$ cat config.mk
export PLATFORM = sky130hd
export DESIGN_NAME = prog_ctr_fetch
export DESIGN_NICKNAME = d
export VERILOG_FILES = /design/src/rtl/prog_ctr_fetch.sv
export SDC_FILE = /design/constraint.sdc
export NUM_CORES = 1
export LEC_CHECK = 0
export CAP_MARGIN = 20
export CORE_UTILIZATION = 45
export CTS_BUF_LIST = sky130_fd_sc_hd__clkbuf_4
export CTS_CLUSTER_SIZE = 16
export DETAILED_ROUTE_END_ITERATION = 10
export PLACE_DENSITY = 0.78
export SYNTH_ARGS = -nofsm -noshare
export SYNTH_HDL_FRONTEND = slang
export SYNTH_SLANG_ARGS = --single-unit
$ cat constraint.sdc
create_clock -name Clk -period 2.9 [get_ports Clk]
set_clock_uncertainty 0.1 [all_clocks]
set_input_delay 0.435 -clock Clk [delete_from_list [all_inputs] [get_ports Clk]]
set_output_delay 0.435 -clock Clk [all_outputs]
set_load 0.02 [all_outputs]
$ cat src/rtl/prog_ctr_fetch.sv
// Program counter and fetch sequencer: steps or branches the instruction address,
// runs the Start/Done launch handshake and counts retired instructions.
//
// state  | meaning
// IDLE   | after reset, waiting for Start; all other inputs ignored
// RUN    | fetching; ProgCtr advances unless stalled or halted
// HALTED | halt retired; ProgCtr/InstCount frozen, Start relaunches
module prog_ctr_fetch #(
  parameter int PC_W  = 10,
  parameter int CNT_W = 16
) (
  input  logic             Clk,
  input  logic             Reset,
  input  logic             Start,
  input  logic             Halt,
  input  logic             Stall,
  input  logic             Branch,
  input  logic             BranchBack,
  input  logic [7:0]       Offset,
  output logic [PC_W-1:0]  ProgCtr,
  output logic             Running,
  output logic             Done,
  output logic [CNT_W-1:0] InstCount
);

  typedef enum logic [1:0] {
    IDLE   = 2'd0,
    RUN    = 2'd1,
    HALTED = 2'd2
  } state_t;

  state_t           state_q, state_d;
  logic [PC_W-1:0]  pc_q, pc_d;
  logic [CNT_W-1:0] cnt_q, cnt_d;
  logic             running_q, running_d;
  logic             done_q, done_d;

  logic [PC_W-1:0]  offset_ext;
  logic [CNT_W-1:0] cnt_inc;

  assign offset_ext = PC_W'(Offset);
  // Counter sticks at all-ones rather than wrapping.
  assign cnt_inc = (cnt_q == {CNT_W{1'b1}}) ? cnt_q : cnt_q + 1'b1;

  always_comb begin
    state_d = state_q;
    pc_d    = pc_q;
    cnt_d   = cnt_q;
    case (state_q)
      IDLE, HALTED: begin
        if (Start) begin
          state_d = RUN;
          pc_d    = '0;
          cnt_d   = '0;
        end
      end
      RUN: begin
        if (Halt) begin
          state_d = HALTED;
          cnt_d   = cnt_inc;
        end else if (!Stall) begin
          cnt_d = cnt_inc;
          if (Branch) begin
            pc_d = BranchBack ? (pc_q - offset_ext) : (pc_q + offset_ext);
          end else begin
            pc_d = pc_q + 1'b1;
          end
        end
      end
      default: begin
        state_d = IDLE;
        pc_d    = '0;
        cnt_d   = '0;
      end
    endcase
    running_d = (state_d == RUN);
    done_d    = (state_d == HALTED);
  end

  always_ff @(posedge Clk) begin
    if (Reset) begin
      state_q   <= IDLE;
      pc_q      <= '0;
      cnt_q     <= '0;
      running_q <= 1'b0;
      done_q    <= 1'b0;
    end else begin
      state_q   <= state_d;
      pc_q      <= pc_d;
      cnt_q     <= cnt_d;
      running_q <= running_d;
      done_q    <= done_d;
    end
  end

  assign ProgCtr   = pc_q;
  assign InstCount = cnt_q;
  assign Running   = running_q;
  assign Done      = done_q;

endmodule
==> results.sh, run 1 <==
export IMPL_synthAdderAreaFrac_pct=8.57
export IMPL_synth_yosys_warnings=0
export IMPL_ys_seq_area_share_pct=32.7
export IMPL_leakagePower_nw=1.05
export IMPL_numPortBuffers=42
export IMPL_place_ws_ns=-0.596
export IMPL_cts_sink_count=30
export IMPL_first_global_vias=1680
export IMPL_numCtsBuffers=5
export IMPL_multi_input_comb_area_sq_mm=0.00129
export IMPL_area_growth_syn_to_layout_pct=44.7
export IMPL_place_detailed_instances=338
export IMPL_syn_nets=254
export IMPL_drt_pass1_iterations=4
export IMPL_global_route_usage_total_pct=22.4
export IMPL_total_power_uw=866
export IMPL_cp_top_family="simple AND/OR/NAND/NOR gates"
export IMPL_grt_pass1_wl_mm=7.52
export IMPL_dominant_cell_type_by_count_on_the_critical_path="buf_4"
export IMPL_stdcell_area_sq_mm=0.00266
export IMPL_globalRouteOverflowTotal=0
export IMPL_yosys_register_bits=30
export IMPL_type_of_element_launching_the_critical_path="input pin"
export IMPL_clock_tree_from_tritoncts="yes"
export IMPL_drt_total_wl_mm=4.37
export IMPL_synth_compound_gate_area_share_pct=18.0
export IMPL_synth_mux_area_fraction_pct=1.09
export IMPL_synth_async_sr_flop_share_pct=0
export IMPL_pin_count=43
export IMPL_syn_area_per_cell_sq_um=8.10
export IMPL_result_of_the_run="completed"
export IMPL_count_of_cell_types_in_the_netlist=42
export IMPL_detail_route_iter0_violations=86
export IMPL_end_kind="flip-flop"
export IMPL_final_hold_violation_count=0
export IMPL_synth_top_cell_area_share_pct=32.7
export IMPL_core_rowCount=22
export IMPL_power_per_cell_area_mw_per_mm2=325
export IMPL_num_antenna_cells=0
export IMPL_hold_path_class="flip-flop to flip-flop"
export IMPL_synthXorXnorAreaFrac_pct=8.57
export IMPL_post_synth_top_area_cell="dfxtp_1"
export IMPL_critPathBufInv=3
export IMPL_final_hold_worst_slack_ns=0.390
export IMPL_cts_clk_slew_worst_paths_ns=0.09
export IMPL_final_nets=326
export IMPL_maximum_achievable_frequency_mhz=362
export IMPL_dr_total_vias=1852
export IMPL_place_detailed_hpwl_mm=3.26
export IMPL_die_span_x_um=65.9
export IMPL_post_route_drc_count=0
export IMPL_drive_above_1_share_pct=17.3
export IMPL_initial_antenna_violation_count=0
export IMPL_nFillCells=312
export IMPL_finalWorstPathRequiredPeriod_ns=2.76
export IMPL_register_area_sq_um=601
export IMPL_crit_path_cell_trace="dlygate4sd2_1, buf_4, nor3_4, a21oi_2, xnor2_1, and2_1, ha_1, buf_4, nand2_1, nor2_1, o21a_1, or3_1, and4b_1, a211o_1"
export IMPL_tightestPinTransition_ns=0.533
export IMPL_synth_edff_count=0
export IMPL_top_library_cells_by_usage_in_the_layout_fill_and_taps_aside="36 x clkdlybuf4s50_1, 30 x dfxtp_1, 30 x nor2_1"
export IMPL_design_die_area_sq_mm=0.00435
export IMPL_crit_required_ns=3.04
export IMPL_die_height_um=65.9
export IMPL_arrival_ns=2.90
export IMPL_dominantRegCellSynth="dfxtp_1"
export IMPL_timing_final_max_slew_violations=0
export IMPL_cpPeakStageDelay_ns=0.38
export IMPL_period_share_pct=95.3
export IMPL_post_dp_cell_area_sq_mm=0.00249
export IMPL_clk_insertion_delay_late_ns=0.35
export IMPL_worst_path_max_delay_cell="or3_1"
export IMPL_fin_util_pct=70.1
export IMPL_timing_slew_headroom_pct=64.3
export IMPL_netlist_top_cells_area="dfxtp_1 33%, ha_1 7.5%, nor2_1 6.3%, xnor2_1 5.7%, a21oi_1 4.9%"
export IMPL_setup_tns_ns=0
export IMPL_rsz0062_at_grt="no"
export IMPL_detail_route_antenna_nets=0
export IMPL_globalplace_congestion=0.945
export IMPL_synthCells=227
export IMPL_post_cts_hold_buffer_count=0
export IMPL_netlist_area_sq_mm=0.00184
export IMPL_mostFrequentLayoutCell="clkdlybuf4s50_1"
export IMPL_start_util_pct=48.4
export IMPL_cts_h_tree_depth=2
export IMPL_core_area_sq_mm=0.00380
export IMPL_largest_family_of_logic_cells_by_synthesized_area="simple AND/OR/NAND/NOR gates"
export IMPL_max_clock_path_buffers=2
export IMPL_layout_setup_ws_ns=0.138
export IMPL_max_cap_viol_count=0
export IMPL_worstPathMaxFanout=4
export IMPL_wl_per_cell_um=12.6
export IMPL_synth_simple_area_share_pct=28.4
export IMPL_report_final_setup_viol=0
export IMPL_drt_vias_per_instance=5.32
export IMPL_root_buffer="clkbuf_4"
export IMPL_crit_type="input pin to flip-flop"
export IMPL_instances_no_fill=348
export IMPL_pin_count_of_the_biggest_net_entering_global_routing=17
export IMPL_worst_ir_drop_vdd_v=0.000318
==> state kept, by name, indices dropped and copies added, names as in the netlist <==
register and count:
Done 1, Running 1, InstCount 16, ProgCtr 10
state_q 2
==> power by group <==
group,switching [mW],internal [mW],leakage (nW)
Combinational,0.0902,0.0935,0.778
Clock,0.156,0.100,0.0331
Sequential,0.00742,0.419,0.243
Total,0.253,0.613,1.05
==> synthesized netlist by cell type (2+ instances only) <==
cell type,number
nand2b_1,3
nor4_1,5
nor2_1,31
a22o_1,3
a21oi_1,18
o2111a_1,2
ha_1,11
o21ai_0,13
xor2_1,6
a21boi_0,2
nand3_1,4
nand4_1,5
and2_1,3
dfxtp_1,30
and3_1,5
nor2b_1,4
nor3_1,11
o21ai_1,2
inv_1,9
xnor2_1,12
nand2_1,14
o21a_1,3
clkbuf_1,3
or3_1,8
and4_1,2
mux2i_1,2
==> final timing paths <==
| kind | startpoint | end | slack (ns) | depth (start not counted) |
|---|---|---|---|---|
| min | ProgCtr[4]$_SDFFE_PP0P_ | ProgCtr[4]$_SDFFE_PP0P_ | 0.39 | 2 |
| min reg2reg | ProgCtr[4]$_SDFFE_PP0P_ | ProgCtr[4]$_SDFFE_PP0P_ | 0.39 | 2 |
| max reg2reg | ProgCtr[1]$_SDFFE_PP0P_ | ProgCtr[9]$_SDFFE_PP0P_ | 0.66 | 7 |
| max | Offset[0] | ProgCtr[9]$_SDFFE_PP0P_ | 0.14 | 14 |
==> logic make-up (layout without fill, tap and decap cells) <==
family | after synthesis | after routing
XOR/XNOR | 18 | 18
flip-flops | 30 | 30
adder cells (fa/ha/maj) | 12 | 12
buffers and inverters | 13 | 86
AND/OR/NAND/NOR | 101 | 101
multiplexers | 2 | 2
AO/OA/AOI/OAI | 51 | 51
==> routing by layer <==
layer  vias to the layer above  GRT usage, %  share of wire, %
li1                        965             -                 -
met2                        39          35.7                45
met5                         -             0                 0
met3                         7          4.14               3.2
met4                         0          9.04               1.8
met1                       841          29.6                50
==> layout make-up <==
cell class	count	area share (%)
clock buffers	6	1.69
flip-flops and latches	30	22.6
repair buffers	69	23.6
well taps	48	2.26
inverters	9	1.27
multi-input cells	184	48.3
clock inverters	2	0.329
==> repair_timing <==
item	in CTS	in global routing
endpoints found under the setup margin	2	1
setup buffers	2	0
pin swaps	5	1
resized for setup	18	5
==> worst min-delay path: cells and delay by family (launching register included) <==
kind / cells / cell delay, ns
flip-flops: 1 / 0.34
AO/OA/AOI/OAI: 1 / 0.05
AND/OR/NAND/NOR: 1 / 0.06
No activity file was read; power rests on OpenSTA's default activity.
==> run 2, diff against run 1 <==
--- a/config.mk
+++ b/config.mk
@@ -10,6 +10,7 @@
 export CTS_BUF_LIST = sky130_fd_sc_hd__clkbuf_4
 export CTS_CLUSTER_SIZE = 16
 export DETAILED_ROUTE_END_ITERATION = 10
+export HOLD_SLACK_MARGIN = 0.02
 export PLACE_DENSITY = 0.78
 export SYNTH_ARGS = -nofsm -noshare
 export SYNTH_HDL_FRONTEND = slang
==> results of run 2 <==
Final layout, timing and power as in run 1 (identical DEF).
==> run 3, diff against run 2 <==
--- a/config.mk
+++ b/config.mk
@@ -6,12 +6,12 @@
 export NUM_CORES = 1
 export LEC_CHECK = 0
 export CAP_MARGIN = 20
-export CORE_UTILIZATION = 45
+export CORE_UTILIZATION = 47
 export CTS_BUF_LIST = sky130_fd_sc_hd__clkbuf_4
 export CTS_CLUSTER_SIZE = 16
 export DETAILED_ROUTE_END_ITERATION = 10
 export HOLD_SLACK_MARGIN = 0.02
-export PLACE_DENSITY = 0.78
+export PLACE_DENSITY = 0.81
 export SYNTH_ARGS = -nofsm -noshare
 export SYNTH_HDL_FRONTEND = slang
 export SYNTH_SLANG_ARGS = --single-unit
==> run 3 against run 2 <==
Effect of this change: count of clock-buffer cells in the layout is the same; worst hold slack better by 0.014 ns; utilization grew 1.6 points; clock power hardly changed; critical endpoint unchanged; sequential power is essentially flat; non-clock buffer count grew 1; power fell by 0.31%; largest power group unchanged; first-iteration DRC count down 4.7%; sequential share of layout area about the same; via count is 1.1% higher; routed wire length is 5.0% higher.
==> results.sh, run 3 (synthesis results as in run 1) <==
export IMPL_result_of_the_run="completed"
export IMPL_globalRouteOverflowTotal=0
export IMPL_clock_tree_from_tritoncts="yes"
export IMPL_die_height_um=64.6
export IMPL_core_rowCount=22
export IMPL_drt_pass1_iterations=4
export IMPL_hold_path_end="ProgCtr[4]$_SDFFE_PP0P_"
export IMPL_first_global_vias=1764
export IMPL_start_util_pct=49.5
export IMPL_mostFrequentLayoutCell="clkdlybuf4s50_1"
export IMPL_cts_h_tree_depth=2
export IMPL_setup_tns_ns=0
export IMPL_crit_type="input pin to flip-flop"
export IMPL_tightestPinTransition_ns=0.526
export IMPL_cts_sink_count=30
export IMPL_rsz0062_at_grt="no"
export IMPL_crit_reg2reg_launch="ProgCtr[1]$_SDFFE_PP0P_"
export IMPL_global_route_usage_total_pct=24.4
export IMPL_die_span_x_um=64.6
export IMPL_pin_count=43
export IMPL_total_power_uw=863
export IMPL_dominant_cell_type_by_count_on_the_critical_path="inv_1"
export IMPL_post_cts_hold_buffer_count=0
export IMPL_wl_per_cell_um=13.1
export IMPL_end_kind="flip-flop"
export IMPL_maximum_achievable_frequency_mhz=356
export IMPL_design_die_area_sq_mm=0.00417
export IMPL_final_hold_violation_count=0
export IMPL_leakagePower_nw=1.07
export IMPL_drt_vias_per_instance=5.37
export IMPL_hold_path_cell_count=2
export IMPL_rrSetupSlack_ns=0.64
export IMPL_cpPeakStageDelay_ns=0.40
export IMPL_timing_final_max_slew_violations=0
export IMPL_detail_route_iter0_violations=82
export IMPL_numPortBuffers=42
export IMPL_largest_register_ff_count=16
export IMPL_numCtsBuffers=5
export IMPL_top_library_cells_by_usage_in_the_layout_fill_and_taps_aside="35 x clkdlybuf4s50_1, 30 x dfxtp_1, 30 x nor2_1"
export IMPL_final_nets=327
export IMPL_area_growth_syn_to_layout_pct=44.8
export IMPL_post_route_drc_count=0
export IMPL_hp_start="ProgCtr[4]$_SDFFE_PP0P_"
export IMPL_crit_path_cell_trace="dlygate4sd2_1, inv_1, ha_2, mux2i_1, nand2_1, inv_1, ha_1, nor2b_4, o2111a_1, o21a_1, or3_4, and4b_1, a211o_1"
export IMPL_finalWorstPathRequiredPeriod_ns=2.81
export IMPL_pin_count_of_the_biggest_net_entering_global_routing=17
export IMPL_clk_insertion_delay_late_ns=0.35
export IMPL_fin_util_pct=71.6
export IMPL_timing_rr_end="ProgCtr[9]$_SDFFE_PP0P_"
export IMPL_worst_ir_drop_vdd_v=0.000291
export IMPL_cts_clk_slew_worst_paths_ns=0.10
export IMPL_max_cap_viol_count=0
export IMPL_grt_pass1_wl_mm=7.87
export IMPL_num_antenna_cells=0
export IMPL_worstPathMaxFanout=2
export IMPL_initial_antenna_violation_count=0
export IMPL_globalplace_congestion=0.938
export IMPL_final_hold_worst_slack_ns=0.405
export IMPL_root_buffer="clkbuf_4"
export IMPL_power_per_cell_area_mw_per_mm2=324
export IMPL_dr_total_vias=1873
export IMPL_hold_path_class="flip-flop to flip-flop"
export IMPL_type_of_element_launching_the_critical_path="input pin"
export IMPL_worst_reg_to_reg_cells=7
export IMPL_max_clock_path_buffers=2
export IMPL_report_final_setup_viol=0
export IMPL_drt_total_wl_mm=4.59
export IMPL_timing_slew_headroom_pct=64.8
export IMPL_place_detailed_hpwl_mm=3.35
export IMPL_core_area_sq_mm=0.00372
export IMPL_arrival_ns=2.96
export IMPL_detail_route_antenna_nets=0
export IMPL_drive_above_1_share_pct=17.9
export IMPL_worst_path_max_delay_cell="or3_4"
export IMPL_period_share_pct=96.8
export IMPL_crit_required_ns=3.05
==> run 3: worst max-delay path, delay by kind of cell <==
kind	cells	cell delay (ns)
AND/OR/NAND/NOR	4	0.81
multiplexers	1	0.15
adder cells (fa/ha/maj)	2	0.49
buffers and inverters	3	0.39
AO/OA/AOI/OAI	3	0.69
==> run 3: worst max-delay path by stage <==
stage / endpoint / slack, ns / start / cells past startpoint
after floorplan: ProgCtr[9]$_SDFFE_PP0P_ / 0.05 / Offset[0] / 13
after global placement: ProgCtr[9]$_SDFFE_PP0P_ / -0.54 / Offset[1] / 13
after detailed placement: ProgCtr[9]$_SDFFE_PP0P_ / -0.59 / Offset[0] / 14
after global routing: ProgCtr[9]$_SDFFE_PP0P_ / 0.01 / Offset[6] / 12
after CTS: ProgCtr[9]$_SDFFE_PP0P_ / 0.02 / Offset[3] / 11
final: ProgCtr[9]$_SDFFE_PP0P_ / 0.09 / Offset[0] / 13
==> run 3: per-layer routing <==
layer	share of wire (%)	GRT usage, %	up-vias
met5	0	0	-
met4	2.1	12.2	0
met3	3.5	4.93	9
met2	48	39.7	36
met1	46	30.2	869
li1	-	-	959
==> run 3: area by class of cell <==
class	count	area, sq um
Multi-Input combinational cell	184	1280
Timing Repair Buffer	70	637
Sequential cell	30	601
Fill cell	308	1050
Inverter	9	33.8
Tap cell	48	60.1
Clock buffer	6	45.0
Clock inverter	2	8.76
==> run 3: what timing repair did <==
action | CTS | global route
gates resized for setup | 16 | 10
pin swaps | 4 | 2
setup endpoints to repair | 2 | 2
setup buffers | 1 | 0
==> run 3: power by group <==
part | internal [mW] | switching, mW
combinational | 0.0927 | 0.0898
clock | 0.100 | 0.154
sequential | 0.419 | 0.00754
total | 0.612 | 0.251
==> run 3: per-stage QoR <==
stage / instances / area (sq um) / setup WS (ns)
after detailed placement: 340 / 2510 / -0.590
final: 349 / 2660 / 0.0924
after CTS: 349 / 2640 / 0.0213
after global routing: 349 / 2660 / 0.0105
after global placement: 340 / 2510 / -0.541
after floorplan: 227 / 1840 / 0.0491
